`config.mk`:
```
export PLATFORM = sky130hd
export DESIGN_NAME = execute_alu
export DESIGN_NICKNAME = d
export VERILOG_FILES = /design/src/rtl/execute_alu_pkg.sv /design/src/rtl/execute_alu_cond_check.sv /design/src/rtl/execute_alu.sv
export SDC_FILE = /design/constraint.sdc
export NUM_CORES = 1
export LEC_CHECK = 0
export ABC_AREA = 0
export CAP_MARGIN = 20
export CORE_ASPECT_RATIO = 0.7
export CORE_MARGIN = 5
export CORE_UTILIZATION = 30
export CTS_CLUSTER_DIAMETER = 200
export CTS_CLUSTER_SIZE = 10
export DETAILED_ROUTE_END_ITERATION = 10
export GPL_TIMING_DRIVEN = 0
export PLACE_DENSITY = 0.58
export SYNTH_ARGS = -nofsm -noshare
export SYNTH_HDL_FRONTEND = slang
export SYNTH_SLANG_ARGS = --single-unit
```
`constraint.sdc`:
```
create_clock -name clk -period 7.5 [get_ports clk]
set_input_delay 1.5 -clock clk [delete_from_list [all_inputs] [get_ports clk]]
set_output_delay 1.5 -clock clk [all_outputs]
set_load 0.02 [all_outputs]
```
`src/rtl/execute_alu_pkg.sv`:
```
// Shared defines for the execute stage: opcodes, condition codes, NZCV bit
// positions and the shifter's shift-type encodings.
package execute_alu_pkg;

  localparam logic [3:0] OP_AND = 4'h0;
  localparam logic [3:0] OP_EOR = 4'h1;
  localparam logic [3:0] OP_SUB = 4'h2;
  localparam logic [3:0] OP_RSB = 4'h3;
  localparam logic [3:0] OP_ADD = 4'h4;
  localparam logic [3:0] OP_ADC = 4'h5;
  localparam logic [3:0] OP_SBC = 4'h6;
  localparam logic [3:0] OP_RSC = 4'h7;
  localparam logic [3:0] OP_TST = 4'h8;
  localparam logic [3:0] OP_TEQ = 4'h9;
  localparam logic [3:0] OP_CMP = 4'hA;
  localparam logic [3:0] OP_CMN = 4'hB;
  localparam logic [3:0] OP_ORR = 4'hC;
  localparam logic [3:0] OP_MOV = 4'hD;
  localparam logic [3:0] OP_BIC = 4'hE;
  localparam logic [3:0] OP_MVN = 4'hF;

  localparam logic [3:0] COND_EQ = 4'h0;
  localparam logic [3:0] COND_NE = 4'h1;
  localparam logic [3:0] COND_CS = 4'h2;
  localparam logic [3:0] COND_CC = 4'h3;
  localparam logic [3:0] COND_MI = 4'h4;
  localparam logic [3:0] COND_PL = 4'h5;
  localparam logic [3:0] COND_VS = 4'h6;
  localparam logic [3:0] COND_VC = 4'h7;
  localparam logic [3:0] COND_HI = 4'h8;
  localparam logic [3:0] COND_LS = 4'h9;
  localparam logic [3:0] COND_GE = 4'hA;
  localparam logic [3:0] COND_LT = 4'hB;
  localparam logic [3:0] COND_GT = 4'hC;
  localparam logic [3:0] COND_LE = 4'hD;
  localparam logic [3:0] COND_AL = 4'hE;
  localparam logic [3:0] COND_NV = 4'hF;

  localparam int FLAG_N = 3;
  localparam int FLAG_Z = 2;
  localparam int FLAG_C = 1;
  localparam int FLAG_V = 0;

  localparam logic [1:0] SHIFT_LSL = 2'd0;
  localparam logic [1:0] SHIFT_LSR = 2'd1;
  localparam logic [1:0] SHIFT_ASR = 2'd2;
  localparam logic [1:0] SHIFT_ROR = 2'd3;

  // TST/TEQ/CMP/CMN: flag-only ops that never write rd
  function automatic logic is_test_op(input logic [3:0] opcode);
    return (opcode[3:2] == 2'b10);
  endfunction

endpackage

```
`src/rtl/execute_alu_cond_check.sv`:
```
// ARM condition evaluation against the current NZCV register.
module cond_check
  import execute_alu_pkg::*;
(
  input  logic [3:0] cond,
  input  logic [3:0] flags,
  output logic       pass
);

  logic n_s, z_s, c_s, v_s;

  assign n_s = flags[FLAG_N];
  assign z_s = flags[FLAG_Z];
  assign c_s = flags[FLAG_C];
  assign v_s = flags[FLAG_V];

  // Decode the condition field into a pass/fail decision
  always_comb begin
    pass = 1'b0;
    case (cond)
      COND_EQ: pass = z_s;
      COND_NE: pass = !z_s;
      COND_CS: pass = c_s;
      COND_CC: pass = !c_s;
      COND_MI: pass = n_s;
      COND_PL: pass = !n_s;
      COND_VS: pass = v_s;
      COND_VC: pass = !v_s;
      COND_HI: pass = c_s && !z_s;
      COND_LS: pass = !c_s || z_s;
      COND_GE: pass = (n_s == v_s);
      COND_LT: pass = (n_s != v_s);
      COND_GT: pass = !z_s && (n_s == v_s);
      COND_LE: pass = z_s || (n_s != v_s);
      COND_AL: pass = 1'b1;
      COND_NV: pass = 1'b0;
      default: pass = 1'b0;
    endcase
  end

endmodule

```
`src/rtl/execute_alu.sv`:
```
// Data-processing execute stage: 33-bit adder, logic unit, NZCV register and
// a one-deep valid/ready result buffer toward writeback.
module execute_alu
  import execute_alu_pkg::*;
#(
  parameter int WIDTH = 32
) (
  input  logic             clk,
  input  logic             rst_n,
  input  logic             in_valid,
  output logic             in_ready,
  input  logic [3:0]       cond,
  input  logic [3:0]       opcode,
  input  logic             setflags,
  input  logic [3:0]       rd,
  input  logic [WIDTH-1:0] op1,
  input  logic [WIDTH-1:0] op2,
  input  logic [3:0]       shflags,
  output logic             out_valid,
  input  logic             out_ready,
  output logic [WIDTH-1:0] out_result,
  output logic [3:0]       out_rd,
  output logic             out_we,
  output logic [3:0]       flags
);

  logic             out_valid_r;
  logic [WIDTH-1:0] out_result_r;
  logic [3:0]       out_rd_r;
  logic             out_we_r;
  logic [3:0]       flags_r;

  logic             pass_s;
  logic             accept_s;
  logic             arith_s;
  logic             sub_s;
  logic             cin_s;
  logic [WIDTH-1:0] a_s;
  logic [WIDTH-1:0] b_s;
  logic [WIDTH-1:0] bx_s;
  logic [WIDTH:0]   sum_s;
  logic             ovf_s;
  logic [WIDTH-1:0] logic_res_s;
  logic [WIDTH-1:0] result_s;
  logic [3:0]       next_flags_s;
  logic             update_flags_s;
  logic             unused_shflags_s;

  // Only the shifter carry feeds the ALU
  assign unused_shflags_s = ^{shflags[3:2], shflags[0]};

  cond_check u_cond_check (
    .cond  (cond),
    .flags (flags_r),
    .pass  (pass_s)
  );

  assign in_ready = !out_valid_r || out_ready;
  assign accept_s = in_valid && in_ready;

  // Adder operand routing: swap for reverse ops, invert b for subtraction
  always_comb begin
    a_s     = op1;
    b_s     = op2;
    sub_s   = 1'b0;
    cin_s   = 1'b0;
    arith_s = 1'b1;
    case (opcode)
      OP_SUB, OP_CMP: begin
        sub_s = 1'b1;
        cin_s = 1'b1;
      end
      OP_RSB: begin
        a_s   = op2;
        b_s   = op1;
        sub_s = 1'b1;
        cin_s = 1'b1;
      end
      OP_ADD, OP_CMN: cin_s = 1'b0;
      OP_ADC: cin_s = flags_r[FLAG_C];
      OP_SBC: begin
        sub_s = 1'b1;
        cin_s = flags_r[FLAG_C];
      end
      OP_RSC: begin
        a_s   = op2;
        b_s   = op1;
        sub_s = 1'b1;
        cin_s = flags_r[FLAG_C];
      end
      default: arith_s = 1'b0;
    endcase
  end

  assign bx_s  = sub_s ? ~b_s : b_s;
  assign sum_s = {1'b0, a_s} + {1'b0, bx_s} + {{WIDTH{1'b0}}, cin_s};
  assign ovf_s = (a_s[WIDTH-1] == bx_s[WIDTH-1]) && (sum_s[WIDTH-1] != a_s[WIDTH-1]);

  // Logic unit; arithmetic opcodes fall to the default and are never selected
  always_comb begin
    logic_res_s = {WIDTH{1'b0}};
    case (opcode)
      OP_AND, OP_TST: logic_res_s = op1 & op2;
      OP_EOR, OP_TEQ: logic_res_s = op1 ^ op2;
      OP_ORR:         logic_res_s = op1 | op2;
      OP_MOV:         logic_res_s = op2;
      OP_BIC:         logic_res_s = op1 & ~op2;
      OP_MVN:         logic_res_s = ~op2;
      default:        logic_res_s = {WIDTH{1'b0}};
    endcase
  end

  assign result_s = arith_s ? sum_s[WIDTH-1:0] : logic_res_s;

  // Candidate NZCV; logical ops take C from the shifter and keep V
  always_comb begin
    next_flags_s         = flags_r;
    next_flags_s[FLAG_N] = result_s[WIDTH-1];
    next_flags_s[FLAG_Z] = (result_s == {WIDTH{1'b0}});
    if (arith_s) begin
      next_flags_s[FLAG_C] = sum_s[WIDTH];
      next_flags_s[FLAG_V] = ovf_s;
    end else begin
      next_flags_s[FLAG_C] = shflags[FLAG_C];
      next_flags_s[FLAG_V] = flags_r[FLAG_V];
    end
  end

  assign update_flags_s = pass_s && (setflags || is_test_op(opcode));

  // Result buffer and flag register; a failed condition still occupies a slot
  always_ff @(posedge clk) begin
    if (!rst_n) begin
      out_valid_r  <= 1'b0;
      out_result_r <= {WIDTH{1'b0}};
      out_rd_r     <= 4'h0;
      out_we_r     <= 1'b0;
      flags_r      <= 4'b0000;
    end else if (accept_s) begin
      out_valid_r  <= 1'b1;
      out_result_r <= pass_s ? result_s : {WIDTH{1'b0}};
      out_rd_r     <= rd;
      out_we_r     <= pass_s && !is_test_op(opcode);
      if (update_flags_s) begin
        flags_r <= next_flags_s;
      end
    end else if (out_ready) begin
      out_valid_r <= 1'b0;
    end
  end

  assign out_valid  = out_valid_r;
  assign out_result = out_result_r;
  assign out_rd     = out_rd_r;
  assign out_we     = out_we_r;
  assign flags      = flags_r;

endmodule

```
== Word-level counts from Yosys, hierarchy flattened ==
Index checks and enable logic that the tools add are counted.
Cells by class
  magnitude comparators: 0
  multiply operators: 0
  div/mod/pow operators: 0
  mux-type cells: 13
  $add $sub $neg: 2
  bitwise logic cells: 6
  reductions and logical operators: 29
  shift-type cells: 0
  eq/ne operators: 35
Operator list (count)
  one-hot mux 32 bit (6 select lines): 1
  2-to-1 mux 32 bit: 5
  bitwise AND 32 bit: 2
  == test 4 bit, second input constant: 16
  inverter 32 bit: 2
  adder 32 x 32 -> 33 bit: 1
  adder 33 x 1 -> 33 bit: 1
  == test 4 x 3 -> 1 bit, second input constant: 8
  logical NOT 32 bit: 1
  bitwise OR 32 bit: 1
  XOR 32 bit: 1
  == test 4 x 2 -> 1 bit, second input constant: 4
  one-hot mux 1 bit (16 select lines): 1
  == test 4 x 1 -> 1 bit, second input constant: 2
  logical NOT 4 bit: 2
  OR reduction 8 bit: 1
  logical AND 1 bit: 6
  logical NOT 1 bit: 6
  OR reduction 2 bit: 3
  OR reduction 3 bit: 2
  OR reduction 5 bit: 1
  logical OR 1 bit: 4
  2-to-1 mux 1 bit: 4
  AND reduction 3 bit: 1
  7 further kinds: 9
Storage, ports and cells
  ROM bits: 0
  output and inout bits: 43
  input port bits: 85
  memories: 0
  bits in writable memories: 0
  bits in latches: 0
  register bits: 42
  logic and storage cells: 91

== Depth between registers and ports, before layout ==
Gate-level depths: netlist of run 1.
  word-level depth: 10
  gate-level depth with buffers: 22
  gate-level depth less buffers: 18

== By module ==
From an unflattened synthesis of run 1, not the netlist that was laid out.
Second synthesis, totals
  cell total of the unflattened synthesis: 1057
  area total of the unflattened synthesis: 7083.0 sq um
By module, submodules not included
  execute_alu: cells an instance 1034, times used 1, area each 6927.9 sq um, sequential area each 840.8 sq um
  cond_check: cells an instance 23, times used 1, area each 155.1 sq um, sequential area each 0.0 sq um

== Worst setup path after synthesis of run 1 ==
No wires, ideal clock.
  kind: input to register
  from: input port opcode[0]
  to: register flags_r[2] (netlist: flags[2])
  stages: 20
  required time: 7441 ps
  slack: 1255 ps
  library setup time: 59 ps
  data arrival time: 6186 ps
  path buffers: 6
  cells stage by stage: buf_6 buf_2 clkbuf_1 buf_2 buf_1 o21ai_0 nand2_1 buf_1 xor2_1 ha_1 nor2b_4 o31a_4 o211ai_2 a2111oi_1 a211o_1 o21bai_1 or4_1 or4_1 nor4_2 a31o_1
On the way
  word-level cells in the longest chain between the ends: 9
  elaborated cells on any way between the ends: 35
  classes of those cells: 2 x add/sub; 15 x eq/ne; 8 x mux; 1 x bitwise; 9 x reduce/logical
Ends and longest elaborated chain
  from (decl): line execute_alu.sv:13  | input logic [3:0] opcode,
  == test 4 x 3 -> 1 bit / == test 4 x 2 -> 1 bit (equally long branches): line execute_alu.sv:68  | case (opcode)
  OR reduction 2 bit (no line)
  2-to-1 mux 32 bit: line execute_alu.sv:68
  inverter 32 bit: line execute_alu.sv:95  | assign bx_s = sub_s ? ~b_s : b_s;
  2-to-1 mux 32 bit: line execute_alu.sv:95
  adder 32 x 32 -> 33 bit: line execute_alu.sv:96  | assign sum_s = {1'b0, a_s} + {1'b0, bx_s} + {{WIDTH{1'b0}}, cin_s};
  adder 33 x 1 -> 33 bit: line execute_alu.sv:96
  2-to-1 mux 32 bit (*): line execute_alu.sv:113  | assign result_s = arith_s ? sum_s[WIDTH-1:0] : logic_res_s;
  logical NOT 32 bit (*): line execute_alu.sv:119  | next_flags_s[FLAG_Z] = (result_s == {WIDTH{1'b0}});
  to (signal assigned): line execute_alu.sv:145  | flags_r <= next_flags_s;
  to (decl): line execute_alu.sv:31  | logic [3:0] flags_r;
Every way passes the cells marked *; elsewhere a longest branch is shown, timed or not.
A chain may end at the register's enable or synchronous reset.

== Final worst setup path of run 1 ==
  from: input port opcode[1]
  to: register flags_r[2] (netlist: flags[2])
Same word-level chain as after synthesis.

==> results of run 1 <==
-- layer usage --
metal	wire [µm]	track usage
met5	0	0
met4	715	0.0474
met3	3250	0.0441
met2	13100	0.330
met1	15100	0.341
-- worst min-delay path: stages, from the launching register on --
cell and delay, ps:
dfxtp_1 310, nand2_1 40, a21boi_0 60
-- final cells by class --
| class | count | area [µm²] |
|---|---|---|
| plain buffers | 71 | 355 |
| clock buffers | 5 | 125 |
| multi-input cells | 899 | 5840 |
| clock inverters | 3 | 43.8 |
| well taps | 318 | 398 |
| inverters | 80 | 300 |
| repair buffers | 120 | 1200 |
| fillers | 2587 | 14800 |
| flip-flops and latches | 42 | 841 |
-- logic make-up (layout without fill, tap and decap cells) --
group	after synthesis	in the layout	share of synthesized area
mux	15	15	0.0207
fa+ha+maj	65	65	0.113
flops	42	42	0.115
compound gates	393	393	0.350
xor+xnor	54	54	0.0645
simple gates	372	372	0.248
buf+inv	154	279	0.0886
-- cell usage after synthesis (8+ instances only) --
master	count
a211oi_1	21
a21boi_0	11
a21oi_1	105
a22oi_1	24
a31oi_1	9
and2_1	22
buf_2	15
clkbuf_1	45
dfxtp_1	42
ha_1	63
inv_1	80
mux2i_1	14
nand2_1	124
nand2b_1	9
nand3_1	13
nand4_1	16
nor2_1	90
nor2b_1	32
nor3_1	22
o21a_1	15
o21ai_0	98
o31ai_1	8
xnor2_1	15
xor2_1	39
-- where the power goes --
part           switching, W  leakage (nW)  total [W]  internal [W]
Combinational      0.000516          3.30   0.000832      0.000316
Sequential       0.00000974         0.342   0.000247      0.000237
Clock             0.0000941        0.0842   0.000252      0.000158
-- per-stage QoR --
stage | hold WS, ps | power [W] | setup slack [ps] | cell area, µm² | std cells
after floorplan | 541 | 0.000779 | 1250 | 7330 | 1095
after global placement | 454 | 0.00106 | -1010 | 8930 | 1533
after detailed placement | 456 | 0.00106 | -986 | 8930 | 1533
after CTS | 465 | 0.00131 | 1.36 | 9100 | 1540
after global routing | 506 | 0.00142 | 122 | 9110 | 1538
final | 463 | 0.00133 | 296 | 9110 | 1538
-- what timing repair did --
action	4_1_cts	5_1_grt
setup endpoints to repair	6	5
pin swaps	0	0
cloned	0	0
gates resized for setup	6	18
-- flip-flops by register name, summed over array words and instances, names as in the netlist --
signal and cells:
out_rd 4, out_result 32, out_we 1, flags 4, out_valid 1
-- worst max-delay path by stage --
| stage | slack (ps) | cells after the start | start | to |
|---|---|---|---|---|
| finish | 300 | 19 | opcode[1] | flags[2] |
| global route | 120 | 19 | opcode[1] | flags[2] |
| CTS | 1 | 20 | opcode[3] | flags[2] |
| detailed placement | -990 | 20 | opcode[1] | flags[2] |
| global placement | -1010 | 20 | opcode[1] | flags[2] |
| floorplan | 1250 | 20 | opcode[0] | flags[2] |
==> summary.md, run 1 <==
| Metric | Value |
|---|---|
| Power per cell area | 146 nW/µm² |
| Synthesized flop and latch total | 42 |
| Core area | 23900 µm² |
| Synth Warn # | 0 |
| Final Routed Wirelength | 32.2 mm |
| Worst hold path type | register to register |
| Fmax | 139 MHz |
| Global-route wire length before repair | 49.5 mm |
| Crit path required time | 7730 ps |
| Reg-to-reg startpoint | flags[1] |
| Std cell rows | 47 |
| WL/cell | 20.9 µm |
| Post-synth EDFFs | 0 |
| Critical path peak fanout | 19 |
| Syn Std Cell Area | 7330 µm² |
| Slew margin rel. | 0.268 |
| Area growth syn-to-layout | 24.3% |
| Via count | 8897 |
| Main synth FF type | dfxtp_1 |
| Crit path max-delay cell type | or4_1 |
| Worst min-delay path endpoint | out_rd[3] |
| Yosys top cell area share | 0.115 |
| CP dominant cell by count | or4_1 |
| Most common cell after layout, fill and taps aside | nand2_1 |
| Root buf cell | clkbuf_16 |
| Cells after Synth | 1095 |
| Final Max Tran Viols | 0 |
| Crit-path leading delay family | simple AND/OR/NAND/NOR gates |
| Worst-Margin Slew | 1100 ps |
| Layout net count | 1369 |
| Leakage power | 3.73 nW |
| Routability Congestion | 1.00 |
| Vias in the first global route | 8444 |
| Max VDD drop | 0.0000923 V |
| MaxCap Viol Count | 0 |
| Post CTS Setup Buffer Count | 0 |
| Initial core utilization | 0.307 |
| Die Y | 141 µm |
| # hold bufs at CTS | 0 |
| Synth area leader | dfxtp_1 |
| Synth async-reset ratio | 0 |
| WS Path Type | input pin to register |
| Number of DRC markers in iteration 0 | 1159 |
| CP Capture Type | register |
| Die ar. | 27700 µm² |
| Worst stage delay on the critical path | 550 ps |
| Layout cells sized above 1 | 0.0566 |
| IO Port Bufs | 120 |
| Worst path arrival time | 7440 ps |
| Layout Utilization | 0.382 |
| Final setup viols | 0 |
| Buf/Inv on CP | 6 |
| I/O pin count | 128 |
| Clk sinks | 42 |
| Synth cell types | 87 |
| CTS max path bufs | 2 |
| Reg2reg setup slack | 2830 ps |
| Clock Latency Late Sink | 290 ps |
| Post-route minimum period | 7200 ps |
| Total gr overflow | 0 |
| Vias per cell | 5.78 |
| # DRC | 0 |
| Drt pass-1 iters | 6 |
| H-tree Lvls | 2 |
| Run status | complete, no violations |
| Total track usage | 0.226 |
| Synth top area cells | dfxtp_1 (11%), ha_1 (11%), a21oi_1 (7.2%) |
| Antenna diodes | 0 |
| Final period util | 0.961 |
| Routed Antenna Nets | 0 |
| Syn Nets | 1245 |
| RSZ-0062 raised after global routing | false |
| Avg Inst Size Synth | 6.69 µm² |
| Initial antenna violation count | 0 |
| Total CTS buffers | 5 |
| HPWL Detailed | 26.2 mm |
| Die Wd | 197 µm |
| Final hold viol count | 0 |
| Hold Path Stages | 2 |
| Crit path cell chain | clkdlybuf4s50_1, buf_4, buf_6, clkbuf_2, clkbuf_4, nand2_1, buf_2, xor2_1, ha_1, a21oi_1, o21ai_0, a211oi_1, nand3_1, and3_1, o31a_1, or4_1, or4_1, nor4_2, a31o_1 |
| Final setup TNS | 0 ps |
| Critical Path Source Type | input pin |
| Hold Path Origin | out_rd[3] |
| Reg-to-reg critical path endpoint | flags[2] |
| Post-synthesis sequential area ratio | 0.115 |
| Clock Skew | 5.65 ps |
| CTS tree | built |
| CTS clk-pin slew, worst paths | 60 ps |
| FF-to-FF path depth | 15 |
| Most frequent cells in the layout | nand2_1 (124), clkdlybuf4s50_1 (120), a21oi_1 (105) |
| Largest net degree at the start of global routing | 20 |
No activity file was read; power rests on OpenSTA's default activity.
==> run 2, diff against run 1 <==
- CORE_MARGIN: 5 -> 2
- PLACE_DENSITY: 0.58 -> 0.59
- SYNTH_HIERARCHICAL: unset -> 1
==> summary.md, run 2 <==
| Metric | Value |
|---|---|
| Via count | 8814 (-0.93%) |
| Clock power frac | 0.185 (-0.004) |
| Clock Skew | 7.26 ps (+1.60 ps) |
| Vias per cell | 5.88 (+1.6%) |
| Routability Congestion | 0.987 (-1.5%) |
| Post-synth EDFFs | 0 (unchanged) |
| CTS tree | built |
| Synth area leader | dfxtp_1 |
| Synth async-reset ratio | 0 (unchanged) |
| Reg-to-reg startpoint | flags[1] |
| Max FFs per register | 32 (unchanged) |
| Yosys top cell area share | 0.119 (+0.00399) |
| Routed Antenna Nets | 0 (unchanged) |
| Syn Nets | 1207 (-3.1%) |
| Sequential power share | 0.188 (+0.002) |
| Leakage power | 3.64 nW (-2.5%) |
| Post-synthesis sequential area ratio | 0.119 (+0.00399) |
| Worst path arrival time | 7410 ps (-30 ps) |
| Fin area | 8910 µm² (-2.2%) |
| Synth Warn # | 6 (+6) |
| Crit path cell chain | clkdlybuf4s50_1, buf_2, clkbuf_4, clkbuf_4, nand3_1, clkbuf_1, clkbuf_2, clkbuf_2, nand2_1, o21ai_0, fa_1, inv_1, fa_1, nor2b_4, o31a_1, o31ai_4, mux2i_1, nand4_1, nor4_2, nand4_1, nor4_1, nand4_1, o31ai_2 |
| Initial antenna violation count | 0 (unchanged) |
| Crit path max-delay cell type | clkdlybuf4s50_1 |
| Avg Inst Size Synth | 6.70 µm² (+0.11%) |
| Hold Path Origin | out_rd[3] |
| Simple-Gate Fraction of Synth Area | 0.245 (-0.00302) |
| Slew margin rel. | 0.395 (+0.127) |
| Synth cell types | 82 (-5.7%) |
| WS Path Type | input pin to register |
| MaxCap Viol Count | 0 (unchanged) |
| Final Routed Wirelength | 32.5 mm (+0.92%) |
| Worst hold path type | register to register |
| Cells after Synth | 1057 (-3.5%) |
| Final setup viols | 0 (unchanged) |
| Number of DRC markers in iteration 0 | 1076 (-7.2%) |
| Die Wd | 188 µm (-4.7%) |
| Core area | 22900 µm² (-4.1%) |
| Layout cells sized above 1 | 0.0649 (+0.00831) |
| Commonest cells in the netlist | nand2_1 (130), a21oi_1 (105), o21ai_0 (88), nor2_1 (83), inv_1 (76) |
| Critical Path Source Type | input pin |
| Largest net degree at the start of global routing | 15 (-25%) |
| Buf/Inv on CP | 8 (+2) |
| Root buf cell | clkbuf_16 |
| Reg2reg setup slack | 3450 ps (+620 ps) |
| Clock Latency Late Sink | 290 ps (about the same) |
| Clk sinks | 42 (unchanged) |
| Crit path required time | 7700 ps (-30 ps) |
| Worst-Margin Slew | 907 ps (-188 ps) |
| Antenna diodes | 0 (unchanged) |
| Total gr overflow | 0 (unchanged) |
| Switching Share | 0.467 (+0.00106) |
| Synth top area cells | dfxtp_1 (12%), ha_1 (11%), a21oi_1 (7.4%) |
| Run status | complete, no violations |
| IO Port Bufs | 120 (unchanged) |
| Layout net count | 1336 (-2.4%) |
| # DRC | 0 (unchanged) |
| Mux cell area share after synthesis | 0.0237 (+0.00302) |
| Max VDD drop | 0.000116 V (+25%) |
| Placed inst area | 8700 µm² (-2.6%) |
| Final hold slack | 462 ps (-1.19 ps) |
| Largest family of logic cells by synthesized area | compound AO/OA/AOI/OAI gates |
| Most common cell after layout, fill and taps aside | nand2_1 |
| Total track usage | 0.253 (+0.0276) |
| Hold Path Stages | 2 (unchanged) |
| Fmax | 139 MHz (about the same) |
| Initial core utilization | 0.309 (+0.00222) |
| Crit-path leading delay family | buffers and inverters |
| Final hold viol count | 0 (unchanged) |
| HPWL Detailed | 25.5 mm (-2.9%) |
| Reg-to-reg critical path endpoint | flags[2] |
| CTS max path bufs | 2 (unchanged) |
| Critical path peak fanout | 10 (-9) |
| # hold bufs at CTS | 0 (unchanged) |
| Most frequent cells in the layout | nand2_1 (130), clkdlybuf4s50_1 (120), a21oi_1 (105) |
| I/O pin count | 128 (unchanged) |
| Main synth FF type | dfxtp_1 |
| Total CTS buffers | 5 (unchanged) |
| Power per cell area | 150 nW/µm² (+2.4%) |
| CP Capture Type | register |
| FF-to-FF path depth | 15 (unchanged) |
| Syn Std Cell Area | 7080 µm² (-3.4%) |
| Adder-Cell Fraction of Synth Area | 0.117 (+0.00393) |
| Post-synthesis compound-gate area fraction | 0.356 (+0.00601) |
| CTS clk-pin slew, worst paths | 60 ps (about the same) |
| Global-route wire length before repair | 49.5 mm (about the same) |
| Drt pass-1 iters | 5 (-1) |
| P_int | 0.000711 W (about the same) |
| Final period util | 0.961 (about the same) |
| Worst min-delay path endpoint | out_rd[3] |
| Most common cell in the netlist | nand2_1 |
| Area growth syn-to-layout | 25.8% |
| H-tree Lvls | 2 (unchanged) |
| Switching Power | 0.000622 W (+0.36%) |
| CP dominant cell by count | nand4_1 |
| Synth Area in XOR/XNOR | 0.0581 (-0.00641) |
| Std cell rows | 46 (-2.1%) |
| Worst stage delay on the critical path | 520 ps (-30 ps) |
| Die ar. | 24900 µm² (-10%) |
| Die Y | 133 µm (-5.8%) |
| Vias in the first global route | 8193 (-3.0%) |
| Post-route minimum period | 7200 ps (+0.156 ps) |
| Synthesized flop and latch total | 42 (unchanged) |
| RSZ-0062 raised after global routing | false |
| Combinational power share | 0.628 (+0.003) |
| WL/cell | 21.7 µm (+3.5%) |
| Final Max Tran Viols | 0 (unchanged) |
## run 2: cell types whose count changed in the layout (fill, tap and decap cells not counted), sizes merged, moves of 6 or more
cell,before,now
o21a,15,8
a221oi,5,11
nand2,124,132
nor3,22,28
nand3,14,22
o21ai,103,95
o211ai,5,21
nand3b,6,0
nor2,90,83
## run 2: tightest hold or removal path: cells and delay by family, from the launching register on
kind / cells / cell delay (ps)
AND/OR/NAND/NOR: 1 / 40
AO/OA/AOI/OAI: 1 / 60
flip-flops: 1 / 310
## run 2: stage by stage
step                worst slack [ps]  instances  TNS [ps]  power, W   util
global placement                -648       1489     -1070   0.00105  0.379
global route                    2.39       1499         0   0.00141  0.389
floorplan                       1880       1057         0  0.000776      -
finish                           296       1499         0   0.00133  0.389
CTS                             45.7       1499         0   0.00131  0.388
detailed placement              -583       1491     -1080   0.00106  0.380
## run 2: cells by family (layout without fill, tap and decap cells)
group / Yosys count / after routing
simple gates: 365 / 365
fa+ha+maj: 65 / 65
buf+inv: 143 / 273
xor+xnor: 47 / 47
flops: 42 / 42
compound gates: 379 / 379
mux: 16 / 16
## run 2: routing by layer
layer  global-route usage  vias up  share of wire
met3               0.0658       58           0.13
met5                    0        -              0
li1                     -     4080              -
met1                0.387     4124           0.47
met4               0.0503        0          0.021
met2                0.350      552           0.38
## run 2: final cells by class
type	instances	area, µm²
fillers	2463	14000
clock inverters	3	45.0
well taps	312	390
repair buffers	122	1220
clock buffers	5	125
multi-input cells	872	5710
flip-flops and latches	42	841
plain buffers	67	299
inverters	76	285
## run 2: timing repair
| action | CTS | global route |
|---|---|---|
| setup endpoints to repair | 2 | 3 |
| resized for setup | 4 | 10 |
| buffers inserted | 0 | 0 |
## run 2: how the worst max path moves through the flow
stage               slack [ps]  cells past startpoint        to      start
floorplan                 1880                     21  flags[2]  opcode[0]
global placement          -650                     22  flags[2]  opcode[0]
detailed placement        -580                     22  flags[2]  opcode[0]
CTS                         50                     23  flags[2]  opcode[0]
global route                 2                     23  flags[2]  opcode[0]
finish                     300                     23  flags[2]  opcode[0]
## run 2: power groups by stage
stage	sequential, W	clock (W)	combinational (W)
floorplan	0.000269	0	0.000506
global placement	0.000254	0	0.000797
detailed placement	0.000254	0	0.000803
CTS	0.000249	0.000248	0.000809
global route	0.000251	0.000255	0.000904
finish	0.000250	0.000246	0.000837
==> run 3, diff against run 2 <==
- CTS_CLUSTER_SIZE: 10 -> unset
==> results of run 3 <==
Final layout, timing and power as in run 2 (identical DEF).
